==> src/rtl/l2_cache_fill_queue_pkg.sv <==
// Shared L2 line geometry and fill-queue types used by the fill queue and its entry FIFO.
package l2_cache_fill_queue_pkg;

  localparam int CACHE_LINE_BYTES       = 64;
  localparam int CACHE_LINE_BITS        = CACHE_LINE_BYTES * 8;
  localparam int CACHE_LINE_OFFSET_BITS = $clog2(CACHE_LINE_BYTES);
  localparam int L2_REQ_ID_WIDTH        = 4;

  typedef logic [32-CACHE_LINE_OFFSET_BITS-1:0] cache_line_index_t;

  typedef struct packed {
    cache_line_index_t            addr;
    logic                         duplicate;
    logic [L2_REQ_ID_WIDTH-1:0]   id;
  } l2_fill_entry_t;

  typedef enum logic [1:0] {
    IDLE    = 2'd0,
    ADDR    = 2'd1,
    DATA    = 2'd2,
    RESTART = 2'd3
  } fill_state_e;

  function automatic logic [31:0] lineByteAddr(input cache_line_index_t idx);
    return {idx, {CACHE_LINE_OFFSET_BITS{1'b0}}};
  endfunction

endpackage

==> src/rtl/l2_fill_entry_fifo.sv <==
// Circular-buffer storage for pending fill-queue entries with a registered almost-full flag.
module l2_fill_entry_fifo #(
  parameter int WIDTH     = 32,
  parameter int DEPTH     = 8,
  parameter int AF_MARGIN = 3
) (
  input  logic             clk,
  input  logic             reset,
  input  logic             push_i,
  input  logic [WIDTH-1:0] wdata_i,
  input  logic             pop_i,
  output logic [WIDTH-1:0] rdata_o,
  output logic             empty_o,
  output logic             almost_full_o
);

  localparam int AW = $clog2(DEPTH);
  localparam logic [AW:0] FULL_COUNT = (AW+1)'(DEPTH);

  logic [WIDTH-1:0] mem_q [DEPTH];
  logic [AW-1:0]    head_q, head_d;
  logic [AW-1:0]    tail_q, tail_d;
  logic [AW:0]      count_q, count_d;
  logic             almostFull_q, almostFull_d;
  logic             full;
  logic             doPush, doPop;

  assign empty_o       = (count_q == '0);
  assign full          = (count_q == FULL_COUNT);
  assign rdata_o       = mem_q[head_q];
  assign almost_full_o = almostFull_q;

  // A push at full is only accepted when the head leaves in the same cycle.
  assign doPop  = pop_i && !empty_o;
  assign doPush = push_i && (!full || doPop);

  always_comb begin
    head_d       = head_q;
    tail_d       = tail_q;
    count_d      = count_q + (AW+1)'(doPush) - (AW+1)'(doPop);
    if (doPop)  head_d = head_q + AW'(1);
    if (doPush) tail_d = tail_q + AW'(1);
    almostFull_d = (DEPTH - int'(count_d)) <= AF_MARGIN;
  end

  always_ff @(posedge clk or posedge reset) begin
    if (reset) begin
      head_q       <= '0;
      tail_q       <= '0;
      count_q      <= '0;
      almostFull_q <= 1'b0;
    end else begin
      head_q       <= head_d;
      tail_q       <= tail_d;
      count_q      <= count_d;
      almostFull_q <= almostFull_d;
    end
  end

  always_ff @(posedge clk) begin
    if (doPush) mem_q[tail_q] <= wdata_i;
  end

  assert property (@(posedge clk) disable iff (reset) !(push_i && full && !pop_i))
    else $error("fill queue push while full: entry dropped");

endmodule

==> src/rtl/l2_cache_fill_queue.sv <==
// Fill queue between the L2 miss CAM and the pipeline arbiter: one line-fill burst at a time,
// filled lines and duplicate replays restarted in strict FIFO order.
module l2_cache_fill_queue
  import l2_cache_fill_queue_pkg::*;
#(
  parameter int QUEUE_SIZE         = 8,
  parameter int ALMOST_FULL_MARGIN = 3,
  parameter int REQ_ID_WIDTH       = L2_REQ_ID_WIDTH,
  parameter int BEATS              = CACHE_LINE_BITS / 32
) (
  input  logic                        clk,
  input  logic                        reset,
  input  logic                        enqueue_en,
  input  cache_line_index_t           enqueue_addr,
  input  logic                        enqueue_duplicate,
  input  logic [REQ_ID_WIDTH-1:0]     enqueue_id,
  output logic                        queue_almost_full,
  output logic                        mem_read_valid,
  output logic [31:0]                 mem_read_addr,
  input  logic                        mem_read_ready,
  input  logic                        mem_data_valid,
  input  logic [31:0]                 mem_data,
  output logic                        restart_valid,
  output cache_line_index_t           restart_addr,
  output logic [REQ_ID_WIDTH-1:0]     restart_id,
  output logic                        restart_fill,
  output logic [CACHE_LINE_BITS-1:0]  restart_data,
  input  logic                        restart_ack
);

  localparam int BEAT_W = $clog2(BEATS);
  localparam logic [BEAT_W-1:0] LAST_BEAT = BEAT_W'(BEATS - 1);

  fill_state_e                 state_q, state_d;
  logic [BEAT_W-1:0]           beat_q, beat_d;
  logic [CACHE_LINE_BITS-1:0]  lineBuf_q, lineBuf_d;
  l2_fill_entry_t              pushEntry;
  l2_fill_entry_t              headEntry;
  logic                        queueEmpty;
  logic                        popReq;

  // The id field width comes from the package struct, so REQ_ID_WIDTH must match L2_REQ_ID_WIDTH.
  always_comb begin
    pushEntry.addr      = enqueue_addr;
    pushEntry.duplicate = enqueue_duplicate;
    pushEntry.id        = enqueue_id;
  end

  l2_fill_entry_fifo #(
    .WIDTH     ($bits(l2_fill_entry_t)),
    .DEPTH     (QUEUE_SIZE),
    .AF_MARGIN (ALMOST_FULL_MARGIN)
  ) entryFifo (
    .clk           (clk),
    .reset         (reset),
    .push_i        (enqueue_en),
    .wdata_i       (pushEntry),
    .pop_i         (popReq),
    .rdata_o       (headEntry),
    .empty_o       (queueEmpty),
    .almost_full_o (queue_almost_full)
  );

  // An empty queue lets an incoming non-duplicate start its read immediately; duplicates
  // always wait for the registered head so they never overtake their original fill.
  always_comb begin
    state_d   = state_q;
    beat_d    = beat_q;
    lineBuf_d = lineBuf_q;
    popReq    = 1'b0;
    unique case (state_q)
      IDLE: begin
        if (!queueEmpty) begin
          state_d = headEntry.duplicate ? RESTART : ADDR;
        end else if (enqueue_en && !enqueue_duplicate) begin
          state_d = ADDR;
        end
      end
      ADDR: begin
        if (mem_read_ready) begin
          state_d = DATA;
          beat_d  = '0;
        end
      end
      DATA: begin
        if (mem_data_valid) begin
          lineBuf_d[32*beat_q +: 32] = mem_data;
          beat_d = beat_q + BEAT_W'(1);
          if (beat_q == LAST_BEAT) state_d = RESTART;
        end
      end
      RESTART: begin
        if (restart_ack) begin
          popReq  = 1'b1;
          state_d = IDLE;
        end
      end
      default: state_d = IDLE;
    endcase
  end

  always_ff @(posedge clk or posedge reset) begin
    if (reset) begin
      state_q   <= IDLE;
      beat_q    <= '0;
      lineBuf_q <= '0;
    end else begin
      state_q   <= state_d;
      beat_q    <= beat_d;
      lineBuf_q <= lineBuf_d;
    end
  end

  assign mem_read_valid = (state_q == ADDR);
  assign mem_read_addr  = lineByteAddr(headEntry.addr);

  assign restart_valid  = (state_q == RESTART);
  assign restart_addr   = headEntry.addr;
  assign restart_id     = headEntry.id;
  assign restart_fill   = !headEntry.duplicate;
  assign restart_data   = headEntry.duplicate ? '0 : lineBuf_q;

  assert property (@(posedge clk) disable iff (reset)
    (restart_valid && !restart_ack) |=> (restart_valid && $stable(restart_addr) &&
      $stable(restart_id) && $stable(restart_fill) && $stable(restart_data)))
    else $error("restart outputs changed while stalled");

  assert property (@(posedge clk) disable iff (reset)
    (mem_read_valid && !mem_read_ready) |=> (mem_read_valid && $stable(mem_read_addr)))
    else $error("memory read address changed before acceptance");

endmodule
==> config.mk <==
export PLATFORM = sky130hd
export DESIGN_NAME = l2_cache_fill_queue
export DESIGN_NICKNAME = d
export VERILOG_FILES = /design/src/rtl/l2_cache_fill_queue_pkg.sv /design/src/rtl/l2_fill_entry_fifo.sv /design/src/rtl/l2_cache_fill_queue.sv
export SDC_FILE = /design/constraint.sdc
export NUM_CORES = 1
export LEC_CHECK = 0
export BUFFER_PORTS_ARGS = -buffer_cell sky130_fd_sc_hd__buf_2
export CAP_MARGIN = 15
export CORE_MARGIN = 4
export CORE_UTILIZATION = 25
export CTS_CLUSTER_DIAMETER = 40
export DETAILED_ROUTE_END_ITERATION = 7
export HOLD_SLACK_MARGIN = 0.02
export SYNTH_ARGS = -nofsm -noshare
export SYNTH_HDL_FRONTEND = slang
export SYNTH_SLANG_ARGS = --single-unit
==> constraint.sdc <==
create_clock -name clk -period 45.3 [get_ports clk]
set_input_delay 2.265 -clock clk [delete_from_list [all_inputs] [get_ports clk]]
set_output_delay 2.265 -clock clk [all_outputs]
set_load 0.01 [all_outputs]
Yosys cells after proc, flatten, opt, wreduce, memory -nomap -nowiden --
Memories as Yosys holds them, arrays and structs flattened. Index checks and enable logic that the tools add are counted.
Storage, ports and cells: flip-flop bits (word level) 529, bits in writable memories 248, output and inout bits 578, logic and storage cells 59, memories 1
Memory list:
- entryFifo.mem_q | words 8, width 31, read ports 1, clocked after Yosys merged registers in 0, wr ports 1, RTL line l2_fill_entry_fifo.sv:20 | logic [WIDTH-1:0] mem_q [DEPTH];
Operators by class: add/sub/neg operators 7, magnitude comparators 1, equality and inequality tests 10, shift-type cells 2, multiplexer cells 17, reduce and logical (&&, ||, !) cells 14
Operator list (number):
- 512-bit bitwise mux | 1
- 512-bit 2-to-1 mux | 1
- 32-bit by 34-bit variable shift with 512-bit output (first input constant) | 1
- 32-bit by 34-bit variable part select with 512-bit output | 1
- 9-bit negator with 34-bit output | 1
- 32-bit by 3-bit less-or-equal comparator with 1-bit output (second input constant) | 1
- 2-bit 2-to-1 mux | 7
- 4-bit == test (second input constant) | 2
- 4-bit 2-to-1 mux | 2
- 2-bit case mux with 4 select lines | 1
- 4-bit case mux with 2 select lines | 1
- 3-bit by 1-bit adder with 3-bit output (second input constant) | 2
- 5-bit AND reduction | 1
- 4-bit by 4-bit subtractor with 5-bit output (first input constant) | 1
- 4-bit by 1-bit adder with 4-bit output | 1
- 4-bit by 1-bit adder with 4-bit output (second input constant) | 1
- 2-bit == test (second input constant) | 2
- 1-bit zero test | 4
- 4-bit zero test | 1
- 1-bit 2-to-1 mux | 4
- 2-bit by 1-bit inequality test with 1-bit output (second input constant) | 2
- 2-bit inequality test (second input constant) | 2
- 4-bit by 1-bit subtractor with 4-bit output | 1
- 1-bit logical AND | 3
- other kinds (7) | 7

Depth between registers and ports, before layout --
depth in word-level cells 9, gate-level depth with buffers 12, depth with buffers taken out 12

By module --
From an unflattened synthesis, not the netlist that was laid out.
Second synthesis, totals: cells, all modules 2559, area total of the unflattened synthesis 34110.2 um^2
Modules (own cells, without submodules):
- l2_cache_fill_queue | times used 1, cells an instance 2125, area each 23857.9 um^2, seq. area each 12962.4 um^2
- l2_fill_entry_fifo | times used 1, cells an instance 434, area each 10252.3 um^2, seq. area each 7722.4 um^2

Worst setup path after synthesis --
No wires, ideal clock.
path kind input to register, start point input restart_ack, end point memory entryFifo.mem_q[1][0] (netlist bit) (enable), arrival 6.062 ns, setup slack 38.730 ns, stages 4, buffers on the path 0, cells stage by stage nand2_1 > o211ai_1 > nand2_1 > nor4b_1
On the way: cells in the longest elaborated chain, start to end 7
Ends and longest elaborated chain:
- from (decl) | RTL line l2_cache_fill_queue.sv:28 | input logic restart_ack
- 1-bit 2-to-1 mux | RTL line l2_cache_fill_queue.sv:93 | if (restart_ack) begin
- 1-bit 2-to-1 mux | RTL line l2_cache_fill_queue.sv:71 | unique case (state_q)
- 1-bit logical AND | RTL line l2_fill_entry_fifo.sv:34 | assign doPop = pop_i && !empty_o;
- 1-bit logical OR | RTL line l2_fill_entry_fifo.sv:35 | assign doPush = push_i && (!full || doPop);
- 1-bit logical AND | RTL line l2_fill_entry_fifo.sv:35
- 1-bit 2-to-1 mux | RTL line l2_fill_entry_fifo.sv:61 | if (doPush) mem_q[tail_q] <= wdata_i;
- 1-bit 2-to-1 mux (not written as such) | RTL line l2_fill_entry_fifo.sv:61
- to (decl) | RTL line l2_fill_entry_fifo.sv:20
No other way between the ends.

Worst setup path in the final report --
start point register entryFifo.head_q[2], end point output restart_data[269]
On the way: cells in the longest elaborated chain, start to end 2
Ends and longest elaborated chain:
- from (decl) | RTL line l2_fill_entry_fifo.sv:21 | logic [AW-1:0] head_q, head_d;
- from (signal assigned) | RTL line l2_fill_entry_fifo.sv:48 | head_q <= '0;
- from (signal assigned) | RTL line l2_fill_entry_fifo.sv:53 | head_q <= head_d;
- memory 8 x 31 bit
- 512-bit 2-to-1 mux | RTL line l2_cache_fill_queue.sv:121 | assign restart_data = headEntry.duplicate ? '0 : lineBuf_q;
- to (decl) | RTL line l2_cache_fill_queue.sv:27 | output logic [CACHE_LINE_BITS-1:0] restart_data,
No other way between the ends.

==> flow_summary.yaml <==
status:
  status: "finished, final reports clean"
synthesis:
  synth.avg_cell_area_um2: 11.99
  synth_area_leaders: "dfrtp_1, edfxtp_1, mux2_2"
  ys_ff_latch: 777
  synthTopCellsByCount: "dfrtp_1, nor2b_1, mux2_2"
  synth_edf_count: 248
  ys.flop_type: "dfrtp_1"
  yosysWarnings: 0
  synth_cell_type_count: 49
  netlist_area_um2: 35430
  synthCells: 2954
  yosys.area.top_type: "dfrtp_1"
  synth.most_common_cell: "dfrtp_1"
  async_flop_share: 0.6808
  seq_area_frac_synth: 0.5839
  yosysTopAreaCellShare: 0.3737
global_routing:
  track_usage: 0.1757
  grt_overflow: 0
  grt_max_degree: 164
  antenna_found_initial: 33
  grt_pass1_vias: 25650
  grt_pass1_wl_mm: 188.5
power_and_ir_drop:
  p_seq_frac: 0.309
  switching_share: 0.3854
  cellLeakagePower_nw: 21.46
  internal-power_mw: 1.641
  power.switching_mw: 1.029
  p_per_area_nw_per_um2: 60.22
  ir_drop_v: 0.00005620
  clockPowerShare: 0.350
  combPwrFrac: 0.341
clock_network:
  cts_resized: 0
  cts.sinks: 777
  cts_tree: "done"
  clock_path_buffers: 3
  ctsHoldBuffers: 0
  cts_max_level: 3
  numCtsBuffers: 121
  post-cts-setup-buffer-count: 0
  cts-root-buf: "clkbuf_16"
  clkLatencyLatePin_ps: 730
  cts.clk_slew.worst_paths_ps: 60
timing:
  drv_slew: 0
  period_share: 0.1669
  tightest_slew_ps: 1175
  fin_ws_ps: 37740
  finalSetupViolations: 0
  fin_skew_ps: 64.97
  max_freq_mhz: 132.3
  finalCriticalPeriod_ps: 7561
  finalHoldViolCount: 0
  max_slew_margin: 0.2168
  rsz0062_at_grt: "false"
  finalSetupTns_ps: 0
finish:
  nets: 3559
  area_delta_synth_final_pct: 25.14
  drive_gt1_frac: 0.3598
place:
  portBuffers: 640
  gp_congestion: 0.7745
  hpwl_mm: 87.12
  dp_slack_ps: 38460
route:
  dr.pass1.iters: 5
  route.detailed.drc: 0
  wl_per_cell_um: 24.50
  drtIter0Drc: 2579
  drt_wl_total_mm: 134.0
  via_count: 25740
  vias_per_cell: 4.705
  ant_nets: 0
setup_path:
  reg2reg_depth: 6
  rr_endpoint: "lineBuf_q[252]"
  critPathKind: "flip-flop to output port"
  required_ps: 43030
  rrSetupSlack_ps: 40780
  r2r_start: "beat_q[1]"
  critPathLaunchType: "flip-flop"
  crit_fanout: 86
  critical-path-slowest-cell: "dfrtp_2"
  crit_top_cell: "buf_4"
  cp-endpoint: "restart_data[269]"
  cp-startpoint: "entryFifo.head_q[2]"
  cp_slowest_stage_delay_ps: 990
  worstPathCellList: "nor2_1, nor3_4, buf_4, buf_4, buf_4, buf_4, nor2b_1, buf_2"
  crit_arrival_ps: 5300
  crit_path_end_kind: "output port"
die:
  die_y_um: 384.4
  core_um2: 140200
  dieArea_um2: 147800
  io_pins: 647
  initial_core_util: 0.2527
  die_w_um: 384.4
  row_count: 137
job:
  cap_viol_max_count: 0
hold_path:
  hold_path_class: "flip-flop to flip-flop"
[power by group through the flow]
stage	Combinational, mW	Sequential (mW)	Clock, mW
after floorplan	0.565	0.819	0
after global placement	0.913	0.837	0
after detailed placement	0.920	0.839	0
after CTS	0.924	0.827	0.953
after global routing	0.988	0.833	0.985
final	0.910	0.826	0.933
[worst min-delay path by stage]
stage / slack [ps] / cells after the start / endpoint / from
after floorplan: 440 / 1 / lineBuf_q[48] / lineBuf_q[48]
after global placement: 450 / 1 / lineBuf_q[44] / lineBuf_q[44]
after detailed placement: 460 / 1 / lineBuf_q[39] / lineBuf_q[39]
after CTS: 480 / 1 / lineBuf_q[39] / lineBuf_q[39]
after global routing: 480 / 1 / lineBuf_q[36] / lineBuf_q[36]
final: 470 / 1 / lineBuf_q[39] / lineBuf_q[39]
[area by class of cell]
class	instances	area, um^2
antenna	15	37.54
fill	14230	95880
sequential	777	20690
clock buffer	144	3216
inverter	178	675.6
clock inverter	85	933.4
multi-input combinational	1712	12870
timing repair buffer	684	3558
tap	1876	2347
[metrics by stage]
stage	hold WS (ps)	area [um^2]	std cells	total power, mW	utilization
6_report	471.4	44330	5471	2.670	0.3162
5_1_grt	484.7	44300	5456	2.805	0.3159
4_1_cts	476.6	44300	5456	2.704	0.3159
3_5_place_dp	457.4	40150	5227	1.759	0.2863
2_1_floorplan	441.3	35450	2959	1.384	-
3_3_place_gp	453.5	40150	5227	1.750	0.2863
[per-layer routing]
metal,vias to the layer above,routed length (um),global-route usage
li1,11210,-,-
met1,13090,56770,0.2395
met2,1238,59070,0.2681
met3,200,13290,0.04593
met4,4,4867,0.06542
met5,-,27,0
[sequential cells by signal, summed over array words and instances (netlist names)]
name and count:
beat_q 4, entryFifo.almost_full_o 1, entryFifo.count_q 4, entryFifo.head_q 3
entryFifo.mem_q 248, entryFifo.tail_q 3, lineBuf_q 512, state_q 2
[logic make-up after synthesis]
logic type               Yosys count  share of synthesized area
flip-flops                       777                     0.5839
multiplexers                     402                     0.1458
AND/OR/NAND/NOR                 1023                     0.1619
adder cells (fa/ha/maj)           16                   0.005863
XOR/XNOR                           7                   0.001943
other                              1                  0.0001059
buffers and inverters            470                    0.05700
AO/OA/AOI/OAI                    258                    0.04351
[critical path, delay by kind of cell (launching register included)]
kind	cells	cell delay (ps)
buffers and inverters	5	2790
DFF	1	990
and+or+nand+nor	3	610
[cell usage in the layout, fill, tap and decap left out, types with 7 or more instances in the layout]
master      instances
buf_2             640
dfrtp_1           525
nor2b_1           349
mux2_2            260
edfxtp_1          248
o21ai_0           192
nor2_1            188
inv_1             177
nand4_1           152
clkbuf_16         122
and3_1            118
nand2_1            87
and2_1             66
mux4_2             61
buf_4              42
mux2_1             41
mux2i_1            40
a21bo_2            32
clkinv_2           20
a21o_1             19
nand3_1            16
diode_2            15
ha_1               15
inv_6              15
clkinv_4           14
clkbuf_1           14
clkinvlp_4         11
bufinv_16           9
clkbuf_8            8
nand2b_1            7
nand3_2             7
Power figures use the tool's default switching activity.
